`src/rtl/ttl_pkg.sv`:
```
// Shared definitions for the TTL pulse generator and its receive-side counterpart.
package ttl_pkg;

    localparam int CNT_W_DEF = 8;
    localparam int TIM_W_DEF = 16;
    localparam int DIV_DEF   = 5;

    typedef enum logic [1:0] {
        ST_IDLE = 2'd0,
        ST_HIGH = 2'd1,
        ST_LOW  = 2'd2,
        ST_FIN  = 2'd3
    } ttl_state_e;

endpackage

```
`src/rtl/ttl_phase_timer.sv`:
```
// Phase-length down-counter; shared by the high and low phases of each pulse.
module ttl_phase_timer #(
    parameter int TIM_W = 16
) (
    input  logic             clk,
    input  logic             reset,
    input  logic             load_i,
    input  logic [TIM_W-1:0] load_val_i,
    output logic             expired_o
);

    logic [TIM_W-1:0] cnt_q, cnt_d;

    always_comb begin
        cnt_d = cnt_q;
        if (load_i)
            cnt_d = load_val_i;
        else if (cnt_q != '0)
            cnt_d = cnt_q - TIM_W'(1);
    end

    always_ff @(posedge clk) begin
        if (reset)
            cnt_q <= '0;
        else
            cnt_q <= cnt_d;
    end

    assign expired_o = (cnt_q == '0);

endmodule

```
`src/rtl/ttl_pulse_gen.sv`:
```
// Emits a burst of TTL pulses with programmable high/low times and a marker
// strobe on every DIV-th completed pulse.
module ttl_pulse_gen
    import ttl_pkg::*;
#(
    parameter int CNT_W = CNT_W_DEF,
    parameter int TIM_W = TIM_W_DEF,
    parameter int DIV   = DIV_DEF
) (
    input  logic             clk,
    input  logic             reset,
    input  logic             start,
    input  logic [CNT_W-1:0] pulse_count,
    input  logic [TIM_W-1:0] high_cycles,
    input  logic [TIM_W-1:0] low_cycles,
    input  logic             abort,
    output logic             ready,
    output logic             busy,
    output logic             done,
    output logic             aborted,
    output logic             op,
    output logic             marker,
    output logic [CNT_W-1:0] sent
);

    ttl_state_e       state_q, state_d;
    logic [CNT_W-1:0] n_q, n_d, sent_q, sent_d;
    logic [TIM_W-1:0] hm1_q, hm1_d, lm1_q, lm1_d, tmr_val;
    logic [7:0]       mcnt_q, mcnt_d;
    logic             op_q, op_d, done_q, done_d, aborted_q, aborted_d, marker_q, marker_d;
    logic             tmr_load, tmr_exp;
    logic             accept, hi_end, lo_end, last_pulse, abort_take;

    // Timer is loaded with length-1; a zero length behaves as one cycle.
    function automatic logic [TIM_W-1:0] phase_m1(input logic [TIM_W-1:0] len);
        return (len == '0) ? '0 : len - TIM_W'(1);
    endfunction

    ttl_phase_timer #(.TIM_W(TIM_W)) u_timer (
        .clk       (clk),
        .reset     (reset),
        .load_i    (tmr_load),
        .load_val_i(tmr_val),
        .expired_o (tmr_exp)
    );

    assign last_pulse = (sent_q == n_q);
    assign accept     = (state_q == ST_IDLE) && start;
    assign hi_end     = (state_q == ST_HIGH) && tmr_exp && !abort;
    assign lo_end     = (state_q == ST_LOW) && tmr_exp;
    // Abort loses to a burst that is finishing normally in the same cycle.
    assign abort_take = abort && ((state_q == ST_HIGH) ||
                                  ((state_q == ST_LOW) && !(tmr_exp && last_pulse)));

    always_ff @(posedge clk) begin
        if (reset)
            state_q <= ST_IDLE;
        else
            state_q <= state_d;
    end

    always_comb begin
        state_d = state_q;
        case (state_q)
            ST_IDLE: if (start) state_d = (pulse_count == '0) ? ST_FIN : ST_HIGH;
            ST_HIGH: begin
                if (abort)        state_d = ST_FIN;
                else if (tmr_exp) state_d = ST_LOW;
            end
            ST_LOW: begin
                if (tmr_exp && last_pulse) state_d = ST_FIN;
                else if (abort)            state_d = ST_FIN;
                else if (tmr_exp)          state_d = ST_HIGH;
            end
            ST_FIN:  state_d = ST_IDLE;
            default: state_d = ST_IDLE;
        endcase
    end

    always_comb begin
        n_d       = n_q;
        hm1_d     = hm1_q;
        lm1_d     = lm1_q;
        sent_d    = sent_q;
        mcnt_d    = mcnt_q;
        aborted_d = aborted_q;
        marker_d  = 1'b0;
        tmr_load  = 1'b0;
        tmr_val   = hm1_q;
        op_d      = (state_d == ST_HIGH);
        done_d    = (state_d == ST_FIN);
        if (accept) begin
            n_d       = pulse_count;
            hm1_d     = phase_m1(high_cycles);
            lm1_d     = phase_m1(low_cycles);
            sent_d    = '0;
            mcnt_d    = '0;
            aborted_d = 1'b0;
            tmr_load  = 1'b1;
            tmr_val   = phase_m1(high_cycles);
        end
        if (hi_end) begin
            sent_d   = sent_q + CNT_W'(1);
            tmr_load = 1'b1;
            tmr_val  = lm1_q;
            if (mcnt_q == 8'(DIV - 1)) begin
                mcnt_d   = '0;
                marker_d = 1'b1;
            end else begin
                mcnt_d = mcnt_q + 8'd1;
            end
        end
        if (lo_end && !last_pulse && !abort) begin
            tmr_load = 1'b1;
            tmr_val  = hm1_q;
        end
        if (abort_take)
            aborted_d = 1'b1;
    end

    always_ff @(posedge clk) begin
        if (reset) begin
            n_q       <= '0;
            hm1_q     <= '0;
            lm1_q     <= '0;
            sent_q    <= '0;
            mcnt_q    <= '0;
            op_q      <= 1'b0;
            done_q    <= 1'b0;
            aborted_q <= 1'b0;
            marker_q  <= 1'b0;
        end else begin
            n_q       <= n_d;
            hm1_q     <= hm1_d;
            lm1_q     <= lm1_d;
            sent_q    <= sent_d;
            mcnt_q    <= mcnt_d;
            op_q      <= op_d;
            done_q    <= done_d;
            aborted_q <= aborted_d;
            marker_q  <= marker_d;
        end
    end

    assign ready   = (state_q == ST_IDLE);
    assign busy    = (state_q == ST_HIGH) || (state_q == ST_LOW);
    assign done    = done_q;
    assign aborted = aborted_q;
    assign op      = op_q;
    assign marker  = marker_q;
    assign sent    = sent_q;

endmodule

```
`config.mk`:
```
export PLATFORM = sky130hd
export DESIGN_NAME = ttl_pulse_gen
export DESIGN_NICKNAME = d
export VERILOG_FILES = /design/src/rtl/ttl_pkg.sv /design/src/rtl/ttl_phase_timer.sv /design/src/rtl/ttl_pulse_gen.sv
export SDC_FILE = /design/constraint.sdc
export NUM_CORES = 1
export LEC_CHECK = 0
export BUFFER_PORTS_ARGS = -buffer_cell sky130_fd_sc_hd__buf_2
export CORE_MARGIN = 2
export CORE_UTILIZATION = 63
export CTS_BUF_LIST = sky130_fd_sc_hd__clkbuf_8 sky130_fd_sc_hd__clkbuf_16
export CTS_CLUSTER_SIZE = 25
export DETAILED_ROUTE_END_ITERATION = 6
export GPL_TIMING_DRIVEN = 1
export PLACE_DENSITY_LB_ADDON = 0.08
export REMOVE_ABC_BUFFERS = 1
export SETUP_SLACK_MARGIN = 0.02
export SLEW_MARGIN = 10
export SYNTH_ARGS = -nofsm -noshare
export SYNTH_HDL_FRONTEND = slang
export SYNTH_SLANG_ARGS = --single-unit
```
`constraint.sdc`:
```
create_clock -name clk -period 3.6 [get_ports clk]
set_clock_uncertainty 0.2 [all_clocks]
set_input_delay 0.72 -clock clk [delete_from_list [all_inputs] [get_ports clk]]
set_output_delay 0.72 -clock clk [all_outputs]
set_load 0.03 [all_outputs]
```
==> metrics.csv, run 1 <==
metric,value,unit
number_of_synthesized_flops_with_an_enable_pin,0,
layout.area.seq,1562,µm²
synthArstFlopShare,0,%
muxShareOfSynthArea,1.125,%
tritoncts,done,
grt_max_degree,34,
routabilityCongestion,1.006,
fill_cells,627,
drtPass1Iterations,6,
nNetsFinal,684,
path_max_fanout,12,
yosys.area_share.simple,29.82,%
synthesis.yosys.warnings,0,
grt_overflow_total,0,
detailed_place_hpwl,9479,µm
run_status,"complete, no violations",
route.vias.total,4580,
multi_input_gate_area,2824,µm²
end_kind,flip-flop,
cts_num_sinks,78,
clock_path_buffers,2,
drt-wirelength-per-cell,17.03,µm
crit_type,flip-flop to flip-flop,
cts_hold_repair.buffers,0,
floorplan.initialDensity,63.90,%
chipWidth,89.08,µm
antenna_cells_inserted,0,
area_growth,11.82,%
clk_transition_reported_paths,0.08,ns
synth-seq-area-share,34.24,%
avgViaCountPerCell,6.240,
hold_slack,0.2586,ns
critical_path.top_delay_family,simple AND/OR/NAND/NOR gates,
rsz0062_at_grt,no,
vdd_ir_drop_max,0.0003646,V
finish.cell_count_without_fillers,734,
antenna_found_initial,0,
max-slew-margin-rel,37.19,%
drive_gt1_share,15.43,%
placedCellCount,719,
max_freq,0.3507,GHz
worst_setup_path_start_kind,flip-flop,
synth_xor_xnor_area_share,7.298,%
worstPathCellList,"inv_1, ha_1, nor3b_2, nand4_1, nor2_1, buf_4, nand3_1, a22o_1, a31oi_1",
io_pins,58,
cts.root.buffer_cell,sky130_fd_sc_hd__clkbuf_8,
grt_first_pass_wirelength,19530,µm
flip_flop_and_latch_count_after_synthesis,78,
crit_arrival,2.93,ns
finalSetupViolations,0,
rows,31,
setup_total_negative_slack,0,ns
synth_fa_ha_area_share,2.469,%
drcViolationCount,0,
synth_area,4561,µm²
totalWireLength,12500,µm
share_of_the_clock_period_used_by_the_worst_path_after_layout,79.21,%
hold_path_class,flip-flop to flip-flop,
dominantRegCellSynth,sky130_fd_sc_hd__dfxtp_1,
post_cts.repair.setup_buffers,0,
power.leakage,0.001984,µW
drtIter0Drc,484,
worstMarginPinSlew,0.9421,ns
gr-usage-all-layers,32.14,%
average_cell_area_after_synthesis,7.850,µm²
ant_nets,0,
postCtsResizedCells,0,
synth_top_family_by_area,simple AND/OR/NAND/NOR gates,
crit_path_max_incr_delay,0.43,ns
fin_total_pwr,3601,µW
synth_cells,581,
synth_compound_area_share,21.21,%
critical_path_buf_inv_count,2,
fp.coreArea,7137,µm²
place.port_buffers,57,
vias_in_the_first_global_route,3950,
power_density_over_the_cells,706.1,nW/µm²
clock_latency,0.36,ns
floorplan.die_area,7935,µm²
ctsHtreeMaxLevel,3,
final_max_slew_viol_count,0,
synth.lib_cells_used.distinct,66,
minimum_clock_period_after_layout,2.852,ns
hold_viol_final,0,
die_height,89.08,µm
cts_buffers,9,
critical-path-slowest-cell,sky130_fd_sc_hd__nor3b_2,
drv_cap,0,
required_time_reported_for_the_critical_path_endpoint,3.68,ns
==> sequential cells by signal, summed over array words and instances (netlist names) <==
| register | flops |
|---|---|
| done | 1 |
| aborted | 1 |
| lm1_q | 16 |
| op | 1 |
| hm1_q | 16 |
| u_timer.cnt_q | 16 |
| sent | 8 |
| mcnt_q | 8 |
| marker | 1 |
| state_q | 2 |
| n_q | 8 |
==> through the flow <==
step	worst slack (ns)	area [µm²]	utilization [%]
after floorplan	0.6205	4446	-
after global placement	0.7957	4937	69.18
after detailed placement	0.6653	4937	69.18
after CTS	0.8105	5100	71.46
after global routing	0.4516	5100	71.46
final	0.7484	5100	71.46
==> metal layers <==
layer / vias up / part of all wire [%] / track usage (%)
met5: - / 0 / 0
met4: 0 / 2.8 / 11.80
met3: 31 / 8.8 / 6.094
met2: 218 / 44 / 48.89
met1: 2108 / 44 / 45.48
li1: 2223 / - / -
==> power by group <==
part	switching [µW]	internal, µW
Clock	327	245
Sequential	182	1070
Combinational	1090	683
==> Yosys cell counts, drive strengths merged, types with 4 or more instances <==
| master | n | share of area [%] |
|---|---|---|
| a211oi | 13 | 2.2 |
| a21oi | 38 | 4.2 |
| a22oi | 18 | 3.0 |
| a31oi | 6 | 0.82 |
| and2 | 9 | 1.2 |
| and3 | 15 | 2.1 |
| and4 | 5 | 0.96 |
| buf | 6 | 0.63 |
| clkbuf | 23 | 1.9 |
| dfxtp | 78 | 34 |
| ha | 9 | 2.5 |
| inv | 16 | 1.3 |
| mux2i | 4 | 0.88 |
| nand2 | 53 | 4.4 |
| nand3 | 24 | 2.6 |
| nand4 | 7 | 0.96 |
| nor2 | 81 | 6.7 |
| nor2b | 5 | 0.69 |
| nor3 | 16 | 2.1 |
| nor3b | 10 | 1.8 |
| nor4 | 12 | 2.8 |
| o211ai | 9 | 1.5 |
| o21ai | 30 | 3.3 |
| or3 | 8 | 1.2 |
| or4 | 5 | 0.91 |
| xnor2 | 20 | 3.8 |
| xor2 | 18 | 3.5 |
==> worst paths after layout <==
check        depth (start not counted)           endpoint  slack (ns)              from
min reg2reg                          2            aborted        0.26           aborted
min                                  2            aborted        0.26           aborted
max                                  9  u_timer.cnt_q[11]        0.75  u_timer.cnt_q[0]
max reg2reg                          9  u_timer.cnt_q[11]        0.75  u_timer.cnt_q[0]
==> tightest hold or removal path, cell delays in order (launching register included) <==
cell	delay [ns]
sky130_fd_sc_hd__dfxtp_1	0.31
sky130_fd_sc_hd__nand2_1	0.05
sky130_fd_sc_hd__a21oi_1	0.05
==> logic make-up after synthesis <==
kind of cell | after synthesis
multiplexers | 5
AND/OR/NAND/NOR | 258
XOR/XNOR | 38
adder cells (fa/ha/maj) | 9
AO/OA/AOI/OAI | 148
buffers and inverters | 45
flip-flops | 78
==> cell usage in the layout, fill, tap and decap left out, types with 3 or more instances in the layout <==
master / count
sky130_fd_sc_hd__nand2b_1: 3
sky130_fd_sc_hd__nor2b_1: 5
sky130_fd_sc_hd__o211ai_1: 9
sky130_fd_sc_hd__nor4_4: 3
sky130_fd_sc_hd__xor2_1: 18
sky130_fd_sc_hd__a311oi_1: 3
sky130_fd_sc_hd__or4_1: 4
sky130_fd_sc_hd__nor4_1: 8
sky130_fd_sc_hd__o21ai_0: 25
sky130_fd_sc_hd__nor3_1: 14
sky130_fd_sc_hd__and2_1: 9
sky130_fd_sc_hd__nand2_1: 53
sky130_fd_sc_hd__and4_1: 5
sky130_fd_sc_hd__buf_2: 57
sky130_fd_sc_hd__nand3_1: 24
sky130_fd_sc_hd__clkinv_2: 3
sky130_fd_sc_hd__o221ai_1: 3
sky130_fd_sc_hd__nor2_1: 81
sky130_fd_sc_hd__a211oi_1: 12
sky130_fd_sc_hd__and3_1: 15
sky130_fd_sc_hd__o21ai_1: 5
sky130_fd_sc_hd__or3_1: 6
sky130_fd_sc_hd__ha_1: 9
sky130_fd_sc_hd__a21oi_1: 38
sky130_fd_sc_hd__mux2i_1: 4
sky130_fd_sc_hd__a22o_1: 3
sky130_fd_sc_hd__a31oi_1: 6
sky130_fd_sc_hd__o22ai_1: 3
sky130_fd_sc_hd__nand4_1: 7
sky130_fd_sc_hd__clkbuf_8: 9
sky130_fd_sc_hd__nor3b_1: 9
sky130_fd_sc_hd__xnor2_1: 20
sky130_fd_sc_hd__buf_4: 11
sky130_fd_sc_hd__a22oi_1: 18
sky130_fd_sc_hd__inv_1: 16
sky130_fd_sc_hd__dfxtp_1: 78
==> layout make-up <==
cell class	instances	area share, %
Timing Repair Buffer	68	7.213
Clock inverter	6	0.7605
Tap cell	99	2.429
Sequential cell	78	30.62
Inverter	16	1.178
Clock buffer	9	2.429
Multi-Input combinational cell	458	55.37
Note: power is estimated with default switching activity, not from simulation.
==> run 2: changes to the inputs <==
--- a/config.mk
+++ b/config.mk
@@ -5,9 +5,10 @@
 export SDC_FILE = /design/constraint.sdc
 export NUM_CORES = 1
 export LEC_CHECK = 0
+export ABC_AREA = 1
 export BUFFER_PORTS_ARGS = -buffer_cell sky130_fd_sc_hd__buf_2
 export CORE_MARGIN = 2
-export CORE_UTILIZATION = 63
+export CORE_UTILIZATION = 53
 export CTS_BUF_LIST = sky130_fd_sc_hd__clkbuf_8 sky130_fd_sc_hd__clkbuf_16
 export CTS_CLUSTER_SIZE = 25
 export DETAILED_ROUTE_END_ITERATION = 6
==> constraint.sdc (replaced) <==
create_clock -name clk -period 2.3 [get_ports clk]
set_clock_uncertainty 0.2 [all_clocks]
set_input_delay 0.46 -clock clk [delete_from_list [all_inputs] [get_ports clk]]
set_output_delay 0.46 -clock clk [all_outputs]
set_load 0.03 [all_outputs]
==> metrics.csv, run 2 <==
metric,value,unit
run_status,"complete, no violations",
worst_hold_path.endpoint,n_q[4],
drive_gt1_share,18.84,%
clk_transition_reported_paths,0.08,ns
floorplan.die_area,9973,µm²
finalSetupViolations,0,
antenna_cells_inserted,0,
hold_path_class,input pin to flip-flop,
crit_arrival,2.27,ns
drtPass1Iterations,5,
worstPathCellList,"inv_2, ha_4, buf_6, nand3_4, nor3_4, nand4_4, inv_4, nand3_4, nor2_4, nand3_1, a21oi_1",
path_common_cell,sky130_fd_sc_hd__nand3_4,
nNetsFinal,908,
synth_top_family_by_area,simple AND/OR/NAND/NOR gates,
holdCritStartpoint,pulse_count[4],
synth.most_common_cell,sky130_fd_sc_hd__nand2_1,
synth.lib_cells_used.distinct,37,
dominantRegCellSynth,sky130_fd_sc_hd__dfxtp_1,
ctsHtreeMaxLevel,3,
chipWidth,99.87,µm
required_time_reported_for_the_critical_path_endpoint,2.39,ns
ant_nets,0,
place.port_buffers,57,
synthesis.yosys.warnings,0,
critical-path-slowest-cell,sky130_fd_sc_hd__dfxtp_1,
share_of_the_clock_period_used_by_the_worst_path_after_layout,94.65,%
synth_compound_area_share,11.89,%
cell_count_of_the_worst_hold_path,3,
worst_r2r_path_depth,11,
max_freq,0.4594,GHz
critical_path_buf_inv_count,3,
synthTopCellsByCount,"190 x sky130_fd_sc_hd__nand2_1, 111 x sky130_fd_sc_hd__nor2_1, 101 x sky130_fd_sc_hd__inv_1",
crit_path_max_incr_delay,0.32,ns
route.vias.total,5099,
preCtsSetupSlack,-0.05710,ns
worstMarginPinSlew,0.5828,ns
ys_top_cells_by_area,"sky130_fd_sc_hd__dfxtp_1 32%, sky130_fd_sc_hd__nand2_1 15%, sky130_fd_sc_hd__nor2_1 8.6%",
fin_ws,0.1231,ns
post-synth-top-area-fraction,32.06,%
cts_num_sinks,78,
tritoncts,done,
io_pins,58,
cts_buffers,9,
synth_cells,765,
final_common_cell,sky130_fd_sc_hd__nand2_1,
drtIter0Drc,270,
flip_flop_and_latch_count_after_synthesis,78,
biggestRegsByFlops,"hm1_q x16, lm1_q x16, u_timer.cnt_q x16",
path_max_fanout,8,
grt_overflow_total,0,
rr_startpoint,u_timer.cnt_q[1],
vdd_ir_drop_max,0.0004428,V
end_kind,flip-flop,
hold_viol_final,0,
average_cell_area_after_synthesis,6.367,µm²
fp.coreArea,8806,µm²
grt_first_pass_wirelength,22140,µm
gr-usage-all-layers,27.58,%
routabilityCongestion,0.9703,
grt_max_degree,41,
synth_xor_xnor_area_share,6.293,%
detailed_place_hpwl,10070,µm
clock_latency,0.36,ns
muxShareOfSynthArea,0,%
vias_in_the_first_global_route,4789,
final_max_slew_viol_count,0,
yosys.area.top_type,sky130_fd_sc_hd__dfxtp_1,
critical_path.top_delay_family,simple AND/OR/NAND/NOR gates,
fin_total_pwr,5836,µW
max-slew-margin-rel,60.79,%
antenna_found_initial,0,
drcViolationCount,0,
floorplan.initialDensity,55.31,%
synth-seq-area-share,32.06,%
r2r_setup_slack,0.12,ns
drt-wirelength-per-cell,13.66,µm
drv_cap,0,
clock_path_buffers,2,
number_of_synthesized_flops_with_an_enable_pin,0,
area_growth,19.42,%
crit_type,flip-flop to flip-flop,
synth_area,4871,µm²
rows,34,
yosys.area_share.simple,37.58,%
r2r_end,mcnt_q[4],
cts.root.buffer_cell,sky130_fd_sc_hd__clkbuf_8,
mostFrequentLayoutCells,"190 x sky130_fd_sc_hd__nand2_1, 103 x sky130_fd_sc_hd__nor2_1, 99 x sky130_fd_sc_hd__inv_1, 75 x sky130_fd_sc_hd__dfxtp_1, 67 x sky130_fd_sc_hd__nand3_1",
synthArstFlopShare,0,%
totalWireLength,13220,µm
avgViaCountPerCell,5.268,
worst_setup_path_start_kind,flip-flop,
minimum_clock_period_after_layout,2.177,ns
power.leakage,0.002695,µW
die_height,99.87,µm
synth_fa_ha_area_share,2.312,%
power_density_over_the_cells,1003,nW/µm²
## run 2: routing by layer
layer	GRT usage, %	part of all wire, %	wire, µm	vias up
met3	4.526	5.1	672	21
met5	0	0	0	-
met1	36.85	47	6174	2320
met4	9.062	2.1	274	0
met2	45.63	46	6099	141
li1	-	-	-	2617
## run 2: worst register-to-register path: stages (launching register included)
cell                      delay, ns
sky130_fd_sc_hd__dfxtp_1       0.32
sky130_fd_sc_hd__inv_2         0.08
sky130_fd_sc_hd__ha_4          0.14
sky130_fd_sc_hd__buf_6         0.11
sky130_fd_sc_hd__nand3_4       0.09
sky130_fd_sc_hd__nor3_4        0.20
sky130_fd_sc_hd__nand4_4       0.20
sky130_fd_sc_hd__inv_4         0.15
sky130_fd_sc_hd__nand3_4       0.16
sky130_fd_sc_hd__nor2_4        0.22
sky130_fd_sc_hd__nand3_1       0.09
sky130_fd_sc_hd__a21oi_1       0.15
## run 2: worst max path at each step
| stage | start | to | slack, ns | cells after the start |
|---|---|---|---|---|
| 2_1_floorplan | state_q[0] | u_timer.cnt_q[2] | -1.04 | 10 |
| 3_3_place_gp | high_cycles[0] | u_timer.cnt_q[0] | -0.01 | 14 |
| 3_5_place_dp | high_cycles[0] | u_timer.cnt_q[1] | -0.06 | 14 |
| 4_1_cts | state_q[1] | u_timer.cnt_q[15] | 0.02 | 10 |
| 5_1_grt | u_timer.cnt_q[8] | u_timer.cnt_q[7] | -0.02 | 11 |
| 6_report | u_timer.cnt_q[1] | mcnt_q[4] | 0.12 | 11 |
## run 2: logic make-up after synthesis
family / after synthesis
flops: 78
buf+inv: 122
compound gates: 107
xor+xnor: 35
fa+ha+maj: 9
simple gates: 414
## run 2: power breakdown
part | internal [µW] | switching [µW] | leakage (µW)
Clock | 417 | 528 | 0.0000899
Combinational | 1180 | 1890 | 0.00197
Sequential | 1610 | 210 | 0.000640
Total | 3200 | 2630 | 0.00269
## run 2: metrics by stage
stage	hold slack (ns)	std cells	utilization (%)	setup TNS (ns)	cell area, µm²
final	0.1742	968	66.06	0	5817
after floorplan	0.2393	748	-	-39.80	4786
after detailed placement	0.2548	944	62.05	-0.2067	5464
after global placement	0.2522	944	62.05	-0.01576	5464
after global routing	0.1736	968	66.06	-0.04678	5817
after CTS	0.1693	960	64.14	0	5648
## run 2: cell type report
cell class | count | area (µm²)
Clock buffer | 10 | 137.6
Clock inverter | 6 | 37.54
Fill cell | 844 | 2989
Inverter | 105 | 397.9
Multi-Input combinational cell | 565 | 2917
Sequential cell | 78 | 1565
Tap cell | 108 | 135.1
Timing Repair Buffer | 96 | 626.9
## run 2: repair_timing
item | 4_1_cts | 5_1_grt
endpoints found under the setup margin | 1 | 26
pin swaps | 0 | 9
resized for setup | 1 | 30
hold buffers | 0 | 0
cloned | 0 | 0
setup buffers | 0 | 8
